## src/rtl/wide_add_sequencer.sv

```systemverilog
`default_nettype none
// ============================================================================
// Module   : wide_add_sequencer
// Brief    : Multi-cycle DATA_WIDTH adder reusing one SLICE_WIDTH carry-skip
//            adder, LSB slice first, with valid/ready on both sides.
//            Optional macro WIDE_ADD_SUB_EN adds sub_i for A-B.
// Revision : 1.0 - initial release
// ============================================================================

module carry_skip_adder #(
  parameter int WIDTH       = 32,
  parameter int BLOCK_WIDTH = 4
) (
  input  logic [WIDTH-1:0] a,
  input  logic [WIDTH-1:0] b,
  input  logic             cin,
  output logic [WIDTH-1:0] sum,
  output logic             cout
);

  localparam int c_blocks = WIDTH / BLOCK_WIDTH;

  // Ripple inside each block; a fully-propagating block forwards its carry-in.
  always_comb begin
    logic w_blk_carry;
    logic w_rip_carry;
    logic w_prop;
    logic w_p;
    int   idx;
    sum         = '0;
    w_blk_carry = cin;
    for (int blk = 0; blk < c_blocks; blk++) begin
      w_rip_carry = w_blk_carry;
      w_prop      = 1'b1;
      for (int k = 0; k < BLOCK_WIDTH; k++) begin
        idx         = blk * BLOCK_WIDTH + k;
        w_p         = a[idx] ^ b[idx];
        sum[idx]    = w_p ^ w_rip_carry;
        w_rip_carry = (a[idx] & b[idx]) | (w_rip_carry & w_p);
        w_prop      = w_prop & w_p;
      end
      w_blk_carry = w_prop ? w_blk_carry : w_rip_carry;
    end
    cout = w_blk_carry;
  end

endmodule

module wide_add_sequencer #(
  parameter int DATA_WIDTH  = 128,
  parameter int SLICE_WIDTH = 32,
  parameter int BLOCK_WIDTH = 4
) (
  input  logic                  clk_i,
  input  logic                  rst_n_i,
  input  logic                  valid_i,
  output logic                  ready_o,
  input  logic [DATA_WIDTH-1:0] operand_A_i,
  input  logic [DATA_WIDTH-1:0] operand_B_i,
  input  logic                  carry_i,
`ifdef WIDE_ADD_SUB_EN
  input  logic                  sub_i,
`endif
  output logic [DATA_WIDTH-1:0] result_o,
  output logic                  carry_o,
  output logic                  valid_o,
  input  logic                  ready_i
);

  localparam int c_slices = DATA_WIDTH / SLICE_WIDTH;
  localparam int c_cnt_w  = $clog2(c_slices) + 1;

  if (DATA_WIDTH % SLICE_WIDTH != 0) begin : g_bad_data_width
    $error("DATA_WIDTH must be an integer multiple of SLICE_WIDTH");
  end
  if (SLICE_WIDTH % BLOCK_WIDTH != 0) begin : g_bad_slice_width
    $error("SLICE_WIDTH must be an integer multiple of BLOCK_WIDTH");
  end

  typedef enum logic [1:0] {
    ST_IDLE    = 2'd0,
    ST_COMPUTE = 2'd1,
    ST_DONE    = 2'd2
  } state_t;

  state_t                r_state;
  state_t                w_state_next;
  logic [DATA_WIDTH-1:0] r_a;
  logic [DATA_WIDTH-1:0] r_b;
  logic [DATA_WIDTH-1:0] r_result;
  logic                  r_carry;
  logic [c_cnt_w-1:0]    r_cnt;

  logic                   w_accept;
  logic                   w_last;
  logic [SLICE_WIDTH-1:0] w_sum;
  logic                   w_cout;
  logic [DATA_WIDTH-1:0]  w_result_next;
  logic [DATA_WIDTH-1:0]  w_b_load;
  logic                   w_c_load;

`ifdef WIDE_ADD_SUB_EN
  // Subtraction is A + ~B + 1; carry out then means "no borrow".
  assign w_b_load = sub_i ? ~operand_B_i : operand_B_i;
  assign w_c_load = sub_i ? 1'b1 : carry_i;
`else
  assign w_b_load = operand_B_i;
  assign w_c_load = carry_i;
`endif

  carry_skip_adder #(
    .WIDTH       (SLICE_WIDTH),
    .BLOCK_WIDTH (BLOCK_WIDTH)
  ) u_adder (
    .a    (r_a[SLICE_WIDTH-1:0]),
    .b    (r_b[SLICE_WIDTH-1:0]),
    .cin  (r_carry),
    .sum  (w_sum),
    .cout (w_cout)
  );

  // Each new slice enters at the MSB end so the LSB slice lands at bit 0.
  if (c_slices == 1) begin : g_single_slice
    assign w_result_next = w_sum;
  end else begin : g_multi_slice
    assign w_result_next = {w_sum, r_result[DATA_WIDTH-1:SLICE_WIDTH]};
  end

  assign w_last   = (r_cnt == c_cnt_w'(c_slices - 1));
  assign w_accept = valid_i & ready_o;
  assign result_o = r_result;
  assign carry_o  = r_carry;

  always_ff @(posedge clk_i or negedge rst_n_i) begin
    if (!rst_n_i) begin
      r_state <= ST_IDLE;
    end else begin
      r_state <= w_state_next;
    end
  end

  always_comb begin
    w_state_next = r_state;
    ready_o      = 1'b0;
    valid_o      = 1'b0;
    case (r_state)
      ST_IDLE: begin
        ready_o = 1'b1;
        if (valid_i) begin
          w_state_next = ST_COMPUTE;
        end
      end
      ST_COMPUTE: begin
        if (w_last) begin
          w_state_next = ST_DONE;
        end
      end
      ST_DONE: begin
        valid_o = 1'b1;
        ready_o = ready_i;
        if (ready_i) begin
          w_state_next = valid_i ? ST_COMPUTE : ST_IDLE;
        end
      end
      default: begin
        w_state_next = ST_IDLE;
      end
    endcase
  end

  always_ff @(posedge clk_i or negedge rst_n_i) begin
    if (!rst_n_i) begin
      r_a      <= '0;
      r_b      <= '0;
      r_result <= '0;
      r_carry  <= 1'b0;
      r_cnt    <= '0;
    end else if (w_accept) begin
      r_a     <= operand_A_i;
      r_b     <= w_b_load;
      r_carry <= w_c_load;
      r_cnt   <= '0;
    end else if (r_state == ST_COMPUTE) begin
      r_a      <= r_a >> SLICE_WIDTH;
      r_b      <= r_b >> SLICE_WIDTH;
      r_result <= w_result_next;
      r_carry  <= w_cout;
      r_cnt    <= r_cnt + c_cnt_w'(1);
    end
  end

endmodule
`default_nettype wire

```

## config.mk

```make
export PLATFORM = sky130hd
export DESIGN_NAME = wide_add_sequencer
export DESIGN_NICKNAME = d
export VERILOG_FILES = /design/src/rtl/wide_add_sequencer.sv
export SDC_FILE = /design/constraint.sdc
export NUM_CORES = 1
export LEC_CHECK = 0
export CAP_MARGIN = 20
export CORE_MARGIN = 3
export CORE_UTILIZATION = 46
export CTS_CLUSTER_DIAMETER = 150
export CTS_CLUSTER_SIZE = 10
export DETAILED_ROUTE_END_ITERATION = 8
export MAX_ROUTING_LAYER = met4
export PLACE_DENSITY = 0.78
export SLEW_MARGIN = 20
export SYNTH_ARGS = -nofsm -noshare
export SYNTH_HDL_FRONTEND = slang
export SYNTH_SLANG_ARGS = --single-unit
```

## constraint.sdc

```tcl
create_clock -name clk_i -period 14.45 [get_ports clk_i]
set_input_delay 2.1675 -clock clk_i [delete_from_list [all_inputs] [get_ports clk_i]]
set_output_delay 2.1675 -clock clk_i [all_outputs]
set_load 0.005 [all_outputs]
```

* Yosys cells after proc, flatten, opt, wreduce, memory -nomap -nowiden
Cells that the tools add are included.
Storage, ports and cells: register bits after elaboration 390, memories kept 0, memory bits (writable) 0, latch bits 0, memory bits (read-only) 0, input port bits 261
Cells by class: multiply operators 0, $add $sub $neg 1, muxes and demuxes 23, order comparisons 0, equal/unequal tests 6, shifts and indexed selects 0, reductions and logical operators 4, bitwise logic cells 186, divide/modulo/power cells 0
Operators by type and width (count):
- 2-to-1 mux 128 bit | 4
- AND 1 bit | 89
- bitwise XOR 1 bit | 64
- bitwise OR 1 bit | 32
- 2-to-1 mux 1 bit | 12
- 2-to-1 mux 2 bit | 3
- 2-to-1 mux 3 bit | 2
- != test 2 bit, second input constant | 3
- case mux 2 bit (3 select lines) | 1
- adder 3 x 1 -> 3 bit, second input constant | 1
- == test 3 x 2 -> 1 bit, second input constant | 1
- AND reduction 3 bit | 1
- == test 2 x 1 -> 1 bit, second input constant | 1
- == test 2 bit, second input constant | 1
- logical NOT 2 bit | 1
- case mux 1 bit (2 select lines) | 1
- AND reduction 2 bit | 1
- nonzero test 2 bit | 1
- NOT 1 bit | 1

* Logic depth before layout (Yosys ltp)
Gate-level depths: netlist of run 1.
depth in word-level cells 75, gate-level depth with buffers 49, mapped depth without buffers 49

* Hierarchy
From an unflattened synthesis of run 1, not the netlist that was laid out.
Unflattened totals: cell total of the unflattened synthesis 1565, area, all modules 18954.4 um2
Modules (own cells, without submodules):
- wide_add_sequencer | cells an instance 1459, instances 1, area each 17679.5 um2
- carry_skip_adder | cells an instance 106, instances 1, area each 1275.0 um2

* Worst setup path after synthesis of run 1
No wires, ideal clock.
kind reg2reg, from register r_carry (netlist: carry_o), to register r_carry (netlist: carry_o), library setup time 132 ps, setup slack 561 ps, data required time 14318 ps, period minus slack after synthesis 13889 ps, stages on the path, launching flop included 50, arrival time 13758 ps, cell sequence dfrtp_1 -> fa_1 -> fa_1 -> fa_1 -> fa_1 -> mux2_2 -> fa_1 -> fa_1 -> fa_1 -> fa_1 -> inv_1 -> a21oi_1 -> fa_1 -> fa_1 -> fa_1 -> fa_1 -> nand2_1 -> nand2_1 -> (+14 left out) -> fa_1 -> fa_1 -> nor2_1 -> a21oi_1 -> fa_1 -> fa_1 -> fa_1 -> fa_1 -> a21oi_1 -> nor2_1 -> fa_1 -> fa_1 -> fa_1 -> inv_1 -> fa_1 -> nor2_1 -> a221oi_1 -> o21ai_1
Between the ends: cells in the longest elaborated chain, start to end 74
Ends and longest elaborated chain:
- start, declared | line 91 | logic r_carry;
- start signal, assigned | line 181 | r_carry <= w_c_load;
- start signal, assigned | line 187 | r_carry <= w_cout;
- AND 1 bit | line 39 | w_rip_carry = (a[idx] & b[idx]) | (w_rip_carry & w_p);
- bitwise OR 1 bit | line 39
- AND 1 bit | line 39
- bitwise OR 1 bit | line 39
- AND 1 bit | line 39
- bitwise OR 1 bit | line 39
- AND 1 bit | line 39
- bitwise OR 1 bit | line 39
- (+58 left out)
- bitwise OR 1 bit | line 39
- AND 1 bit | line 39
- bitwise OR 1 bit | line 39
- AND 1 bit | line 39
- bitwise OR 1 bit | line 39
- 2-to-1 mux 1 bit * | line 42 | w_blk_carry = w_prop ? w_blk_carry : w_rip_carry;
- 2-to-1 mux 1 bit * | line 183 | end else if (r_state == ST_COMPUTE) begin
- 2-to-1 mux 1 bit * | line 178 | end else if (w_accept) begin
Mark *: on every way between the ends. The rest lies on a longest branch, timed or not. The select of a mux whose other input is x is not followed. A chain may end at the register's enable or synchronous reset.

* Worst setup path after layout of run 1
Same ends and word-level chain as after synthesis.

==> results of run 1 <==
-- what timing repair did --
item                       4_1_cts  5_1_grt
pin swaps                        3        3
resized for setup                8       12
buffers inserted                 1        0
setup endpoints to repair        2        3
-- cells in the final DEF (no fill, tap or decap), types with 2 or more instances in the layout --
cell / instances
buf_16: 2
ha_1: 34
nor2_1: 64
nor2b_4: 2
nand3_1: 65
nand2_1: 897
inv_1: 9
fa_1: 15
clkdlybuf4s50_1: 390
a22oi_1: 133
dfrtp_1: 390
a21oi_2: 2
diode_2: 7
clkbuf_16: 45
nand4_1: 7
a21oi_1: 7
a31oi_1: 58
o21ai_0: 9
fa_2: 17
buf_4: 18
inv_6: 2
buf_12: 2
-- layout make-up --
class                           count  area, µm²  share of cell area
Clock inverter                      2       17.5            0.000782
Timing Repair Buffer              413       4150               0.185
Tap cell                          461        577              0.0258
Clock buffer                       45       1130              0.0503
Inverter                            9       33.8             0.00151
Multi-Input combinational cell   1326       6720               0.300
Sequential cell                   390       9760               0.436
Antenna cell                        7       17.5            0.000782
-- layer usage --
metal,routed length (µm),GRT usage,up-vias
li1,-,-,6650
met1,20400,0.320,6900
met2,24500,0.417,503
met3,3560,0.0537,99
met4,1800,0.0921,0
met5,0,-,-
-- synthesized netlist by cell type, drive strengths merged --
master	n
and4bb	1
buf	91
nand4	7
nand2	898
and2	1
nor2b	3
dfrtp	390
ha	34
a21oi	9
or3	1
a22oi	133
mux2	1
nand3	65
fa	32
a221oi	1
a31oi	58
nand2b	2
inv	9
clkbuf	31
nor2	66
o21ai	11
and4	1
and3	1
a21o	1
-- worst min-delay path, cell delays in order (launching register included) --
cell and delay, ns:
dfrtp_1 0.33, nand2_1 0.05, nand2_1 0.05
-- cell families (layout without fill, tap and decap cells) --
group / after synthesis / count (layout) / synth area share
AO/OA/AOI/OAI: 213 / 213 / 0.0868
adder cells (fa/ha/maj): 66 / 66 / 0.0625
buffers and inverters: 131 / 469 / 0.0387
flip-flops: 390 / 390 / 0.572
multiplexers: 1 / 1 / 0.000660
other: 0 / 7 / 0
AND/OR/NAND/NOR: 1046 / 1046 / 0.239
-- flip-flops by register name (all words and copies together) (netlist names) --
name	count
r_a	128
r_b	128
result_o	128
r_cnt	3
r_state	2
carry_o	1
-- power by group --
part | switching, mW | internal, mW
combinational | 1.33 | 0.975
clock | 0.410 | 0.546
sequential | 0.410 | 1.60
-- path summary, 6_finish.rpt --
kind                                           from                  endpoint  slack, ns
min                        result_o[14]$_DFFE_PN0P_  result_o[14]$_DFFE_PN0P_       0.47
min in group asynchronous                   rst_n_i      r_a[101]$_DFFE_PN0P_       1.70
min reg2reg                result_o[14]$_DFFE_PN0P_  result_o[14]$_DFFE_PN0P_       0.47
max reg2reg                     carry_o$_DFFE_PN0P_       carry_o$_DFFE_PN0P_       0.49
max                             carry_o$_DFFE_PN0P_       carry_o$_DFFE_PN0P_       0.49
max in group asynchronous                   rst_n_i      r_b[112]$_DFFE_PN0P_      11.25
==> qor.yml, run 1 <==
antenna_found_initial: 7
yosysSeqAreaShare: 0.572
hold_path_depth: 2
grt_pass1_wl_um: 77900
cp_top_family: "adder cells"
dieHeight_um: 199
power_mw: 5.26
vias: 14200
synth_seq_cells: 390
maxCapViolCount: 0
cts_max_path_buffers: 3
p_leak_nw: 10.9
critPathLaunchType: "register"
yosys_warnings: 0
fmax_ghz: 0.0716
reg2regPathDepth: 49
finClkSkew_ns: 0.00944
post-place-cells: 2596
die_w_um: 199
grt_max_degree: 261
cp_max_fo: 2
clockRootBuffer: "clkbuf_16"
fin_crit_sh: 0.966
h-tree-depth: 2
fin_area_um2: 22400
place_congestion: 0.904
cts.sinks: 390
drt_iter0_drc: 1061
critPathKind: "register to register"
port_buffers: 391
yosysTopAreaCellShare: 0.572
area_growth_pct: 31.3
fillers: 3026
synth_area_leaders: "dfrtp_1, nand2_1, a22oi_1, fa_1, ha_1"
worst_pin_slew_ns: 1.07
finalSetupViolCount: 0
slowest_delay_ns: 0.41
hold_class: "register to register"
drive_gt1_frac: 0.0453
crit_slowest_cell: "dfrtp_1"
dieArea_um2: 39400
firstDrtPassIters: 6
grtUsageTotal: 0.256
initial_core_util: 0.473
grt-ovfl-total: 0
status: "finished clean"
syn_area_per_cell_um2: 9.24
timing.critical_path.buf_inv: 4
finalWorstSetupSlack_ns: 0.493
fin_nets: 2511
core_um2: 36100
netlist_area_um2: 17100
rows: 69
ant_nets: 0
arrival_ns: 14.36
cts_hold_buf: 0
placed_area_um2: 21100
yosysTopAreaCell: "dfrtp_1"
hold_viol: 0
ir_drop_mv: 0.180
synthDistinctLibCells: 31
final_cells: 2653
clk_pin_slew_ns: 0.06
powerDensity_nw_per_um2: 235
synth_nets: 2174
design.portCount: 392
synth_cells: 1847
finalCriticalPeriod_ns: 13.96
setup_tns_ns: 0
routed_wl_um: 50300
maxSlewHeadroom: 0.284
cts_tree: "built"
end_kind: "register"
rsz0062_at_grt: "false"
routed_via_density: 5.33
worst_ep_required_time_ns: 14.85
cpMostUsedCell: "fa_2"
clk_latency_ns: 0.53
grt_pass1_vias: 14400
post-route-util: 0.621
maxSlewViolCount: 0
route.detailed.wl_per_inst_um: 18.9
drc: 0
hold_ws_ns: 0.470
cts_inserted_buffers: 44
post-place-ws_ns: -0.302
dp_hpwl_um: 34600
cp_num_cells: 49
Note: power is estimated with default switching activity, not from simulation.
==> run 2, diff against run 1 <==
ABC_CLOCK_PERIOD_IN_PS = 14450   (was default)
==> results of run 2 <==
Same layout as run 1: the final DEF is identical, and so are final timing and power.
==> run 3, diff against run 2 <==
GPL_TIMING_DRIVEN = 0   (was default)
RECOVER_POWER = 100   (was default)
==> run 3 against run 2 <==
Compared with the run above:
- largest power group unchanged
- the run now ends with capacitance limit, slew limit left
- final cell count increased by 4.1%
- global-route usage is 3.3 points higher
- sequential power is essentially flat
- critical path type unchanged
- sequential share of layout area fell by 0.57 points
- first-iteration DRC count decreased by 8.8%
- utilization increased by 0.83 points
- clock power fell by 2%
- total power increased by 1.2%
- routed wire length is 11% higher
- non-clock buffer count increased by 107
- worst hold slack lost 0.0044 ns
- register-to-register slack better by 0.05 ns
==> qor.yml, run 3 (synthesis results as in run 1) <==
drt_iter0_drc: 968  # was 1061
die_w_um: 199  # unchanged
hold_viol: 0  # unchanged
cts_inserted_buffers: 44  # unchanged
area_growth_pct: 33.0  # was 31.3%
antenna_found_initial: 10  # was 7
reg2reg_from: "carry_o$_DFFE_PN0P_"  # unchanged
hold_path_depth: 2  # unchanged
setup_tns_ns: 0  # unchanged
port_buffers: 391  # unchanged
finalWorstSetupSlack_ns: 0.538  # was 0.493 ns
fin_area_um2: 22700  # was 22400 µm²
final_cells: 2762  # was 2653
grtUsageTotal: 0.289  # was 0.256
core_um2: 36100  # unchanged
grt-ovfl-total: 0  # unchanged
design.portCount: 392  # unchanged
place_congestion: 0.935  # was 0.904
whs_endpoint: "result_o[31]$_DFFE_PN0P_"  # was result_o[14]$_DFFE_PN0P_
vias: 15000  # was 14.2k
worst_pin_slew_ns: 4.89  # was 1.07 ns
critPathKind: "register to register"  # unchanged
failed_checks: "capacitance limit, slew limit"
finalSetupViolCount: 0  # unchanged
cts_hold_buf: 0  # unchanged
dieArea_um2: 39400  # unchanged
cp_max_fo: 3  # was 2
cts_max_path_buffers: 3  # unchanged
post-place-cells: 2703  # was 2596
critPathLaunchType: "register"  # unchanged
grt_pass1_vias: 15300  # was 14.4k
grt_max_degree: 97  # was 261
drive_gt1_frac: 0.0576  # was 0.0453
arrival_ns: 14.31  # was 14.36 ns
reg2regPathDepth: 49  # unchanged
reg2reg_to: "carry_o$_DFFE_PN0P_"  # unchanged
cts_tree: "built"  # unchanged
maxSlewViolCount: 399  # was 0
mostFrequentLayoutCells: "nand2_1, dfrtp_1, clkdlybuf4s50_1"  # unchanged
fillers: 2998  # was 3026
clockRootBuffer: "clkbuf_16"  # unchanged
reg2reg_slack_ns: 0.54  # was 0.49 ns
slowest_delay_ns: 0.45  # was 0.41 ns
clk_latency_ns: 0.53  # about the same
h-tree-depth: 2  # unchanged
post-place-ws_ns: -0.338  # was -0.302 ns
maxCapViolCount: 5  # was 0
clk_pin_slew_ns: 0.05  # was 0.06 ns
routed_via_density: 5.43  # was 5.33
finalCriticalPeriod_ns: 13.91  # was 13.96 ns
power_mw: 5.32  # was 5.26 mW
routed_wl_um: 55600  # was 50300 µm
powerDensity_nw_per_um2: 235  # about the same
hold_path_startpoint: "result_o[31]$_DFFE_PN0P_"  # was result_o[14]$_DFFE_PN0P_
grt_pass1_wl_um: 85100  # was 77900 µm
end_kind: "register"  # unchanged
layout_commonest_cell: "nand2_1"  # unchanged
multi_input_area_um2: 6690  # was 6720 µm²
dieHeight_um: 199  # unchanged
ir_drop_mv: 0.125  # was 0.180 mV
fin_crit_sh: 0.963  # was 0.966
crit_slowest_cell: "dfrtp_2"  # was dfrtp_1
hold_class: "register to register"  # unchanged
fmax_ghz: 0.0719  # was 0.0716 GHz
cpMostUsedCell: "fa_2"  # unchanged
maxSlewHeadroom: -2.26  # was 0.284
final-seq-area_um2: 9760  # about the same
cts.sinks: 390  # unchanged
ant_nets: 0  # unchanged
finClkSkew_ns: 0.0113  # was 0.00944 ns
p_leak_nw: 11.3  # was 10.9 nW
placed_area_um2: 21700  # was 21100 µm²
drc: 0  # unchanged
initial_core_util: 0.473  # unchanged
route.detailed.wl_per_inst_um: 20.1  # was 18.9 µm
fin_nets: 2618  # was 2511
firstDrtPassIters: 6  # unchanged
status: "complete, but fails checks"  # was finished clean
hold_ws_ns: 0.466  # was 0.470 ns
dp_hpwl_um: 42900  # was 34600 µm
rows: 69  # unchanged
post-route-util: 0.629  # was 0.621
worst_ep_required_time_ns: 14.85  # about the same
[run 3: timing repair]
action                                  4_1_cts  5_1_grt
setup buffers                                 3        0
pin swaps                                     2        3
gates resized for setup                       9       18
endpoints found under the setup margin        2        3
[run 3: worst max-delay path by stage]
stage / from / slack, ns / endpoint
6_report: carry_o$_DFFE_PN0P_ / 0.54 / carry_o$_DFFE_PN0P_
4_1_cts: carry_o$_DFFE_PN0P_ / 0.0006 / carry_o$_DFFE_PN0P_
3_3_place_gp: rst_n_i / -5.19 / result_o[28]$_DFFE_PN0P_
5_1_grt: carry_o$_DFFE_PN0P_ / -0.03 / carry_o$_DFFE_PN0P_
3_5_place_dp: carry_o$_DFFE_PN0P_ / -0.34 / carry_o$_DFFE_PN0P_
2_1_floorplan: carry_o$_DFFE_PN0P_ / 0.56 / carry_o$_DFFE_PN0P_
[run 3: layer usage]
metal | GRT usage | part of all wire | vias up
met5 | - | 0 | -
met4 | 0.114 | 0.041 | 0
li1 | - | - | 6893
met1 | 0.348 | 0.39 | 7352
met3 | 0.0588 | 0.073 | 122
met2 | 0.480 | 0.49 | 631
[run 3: layout make-up]
type                    instances  share of cell area
repair buffers                398               0.174
inverters                       9             0.00149
multi-input cells            1326               0.295
flip-flops and latches        390               0.430
plain buffers                 122              0.0235
diodes                         11             0.00121
clock buffers                  45              0.0496
well taps                     461              0.0254
[run 3: critical path, delay by kind of cell (launching register included)]
family	cells	cell delay, ns
flops	1	0.45
fa+ha+maj	32	11.34
compound gates	7	0.96
buf+inv	4	0.32
simple gates	5	0.38
mux	1	0.30
[run 3: power by group]
| group | switching (mW) | leakage [nW] | internal [mW] |
|---|---|---|---|
| Clock | 0.397 | 0.555 | 0.543 |
| Combinational | 1.41 | 5.78 | 0.958 |
| Sequential | 0.422 | 4.94 | 1.60 |
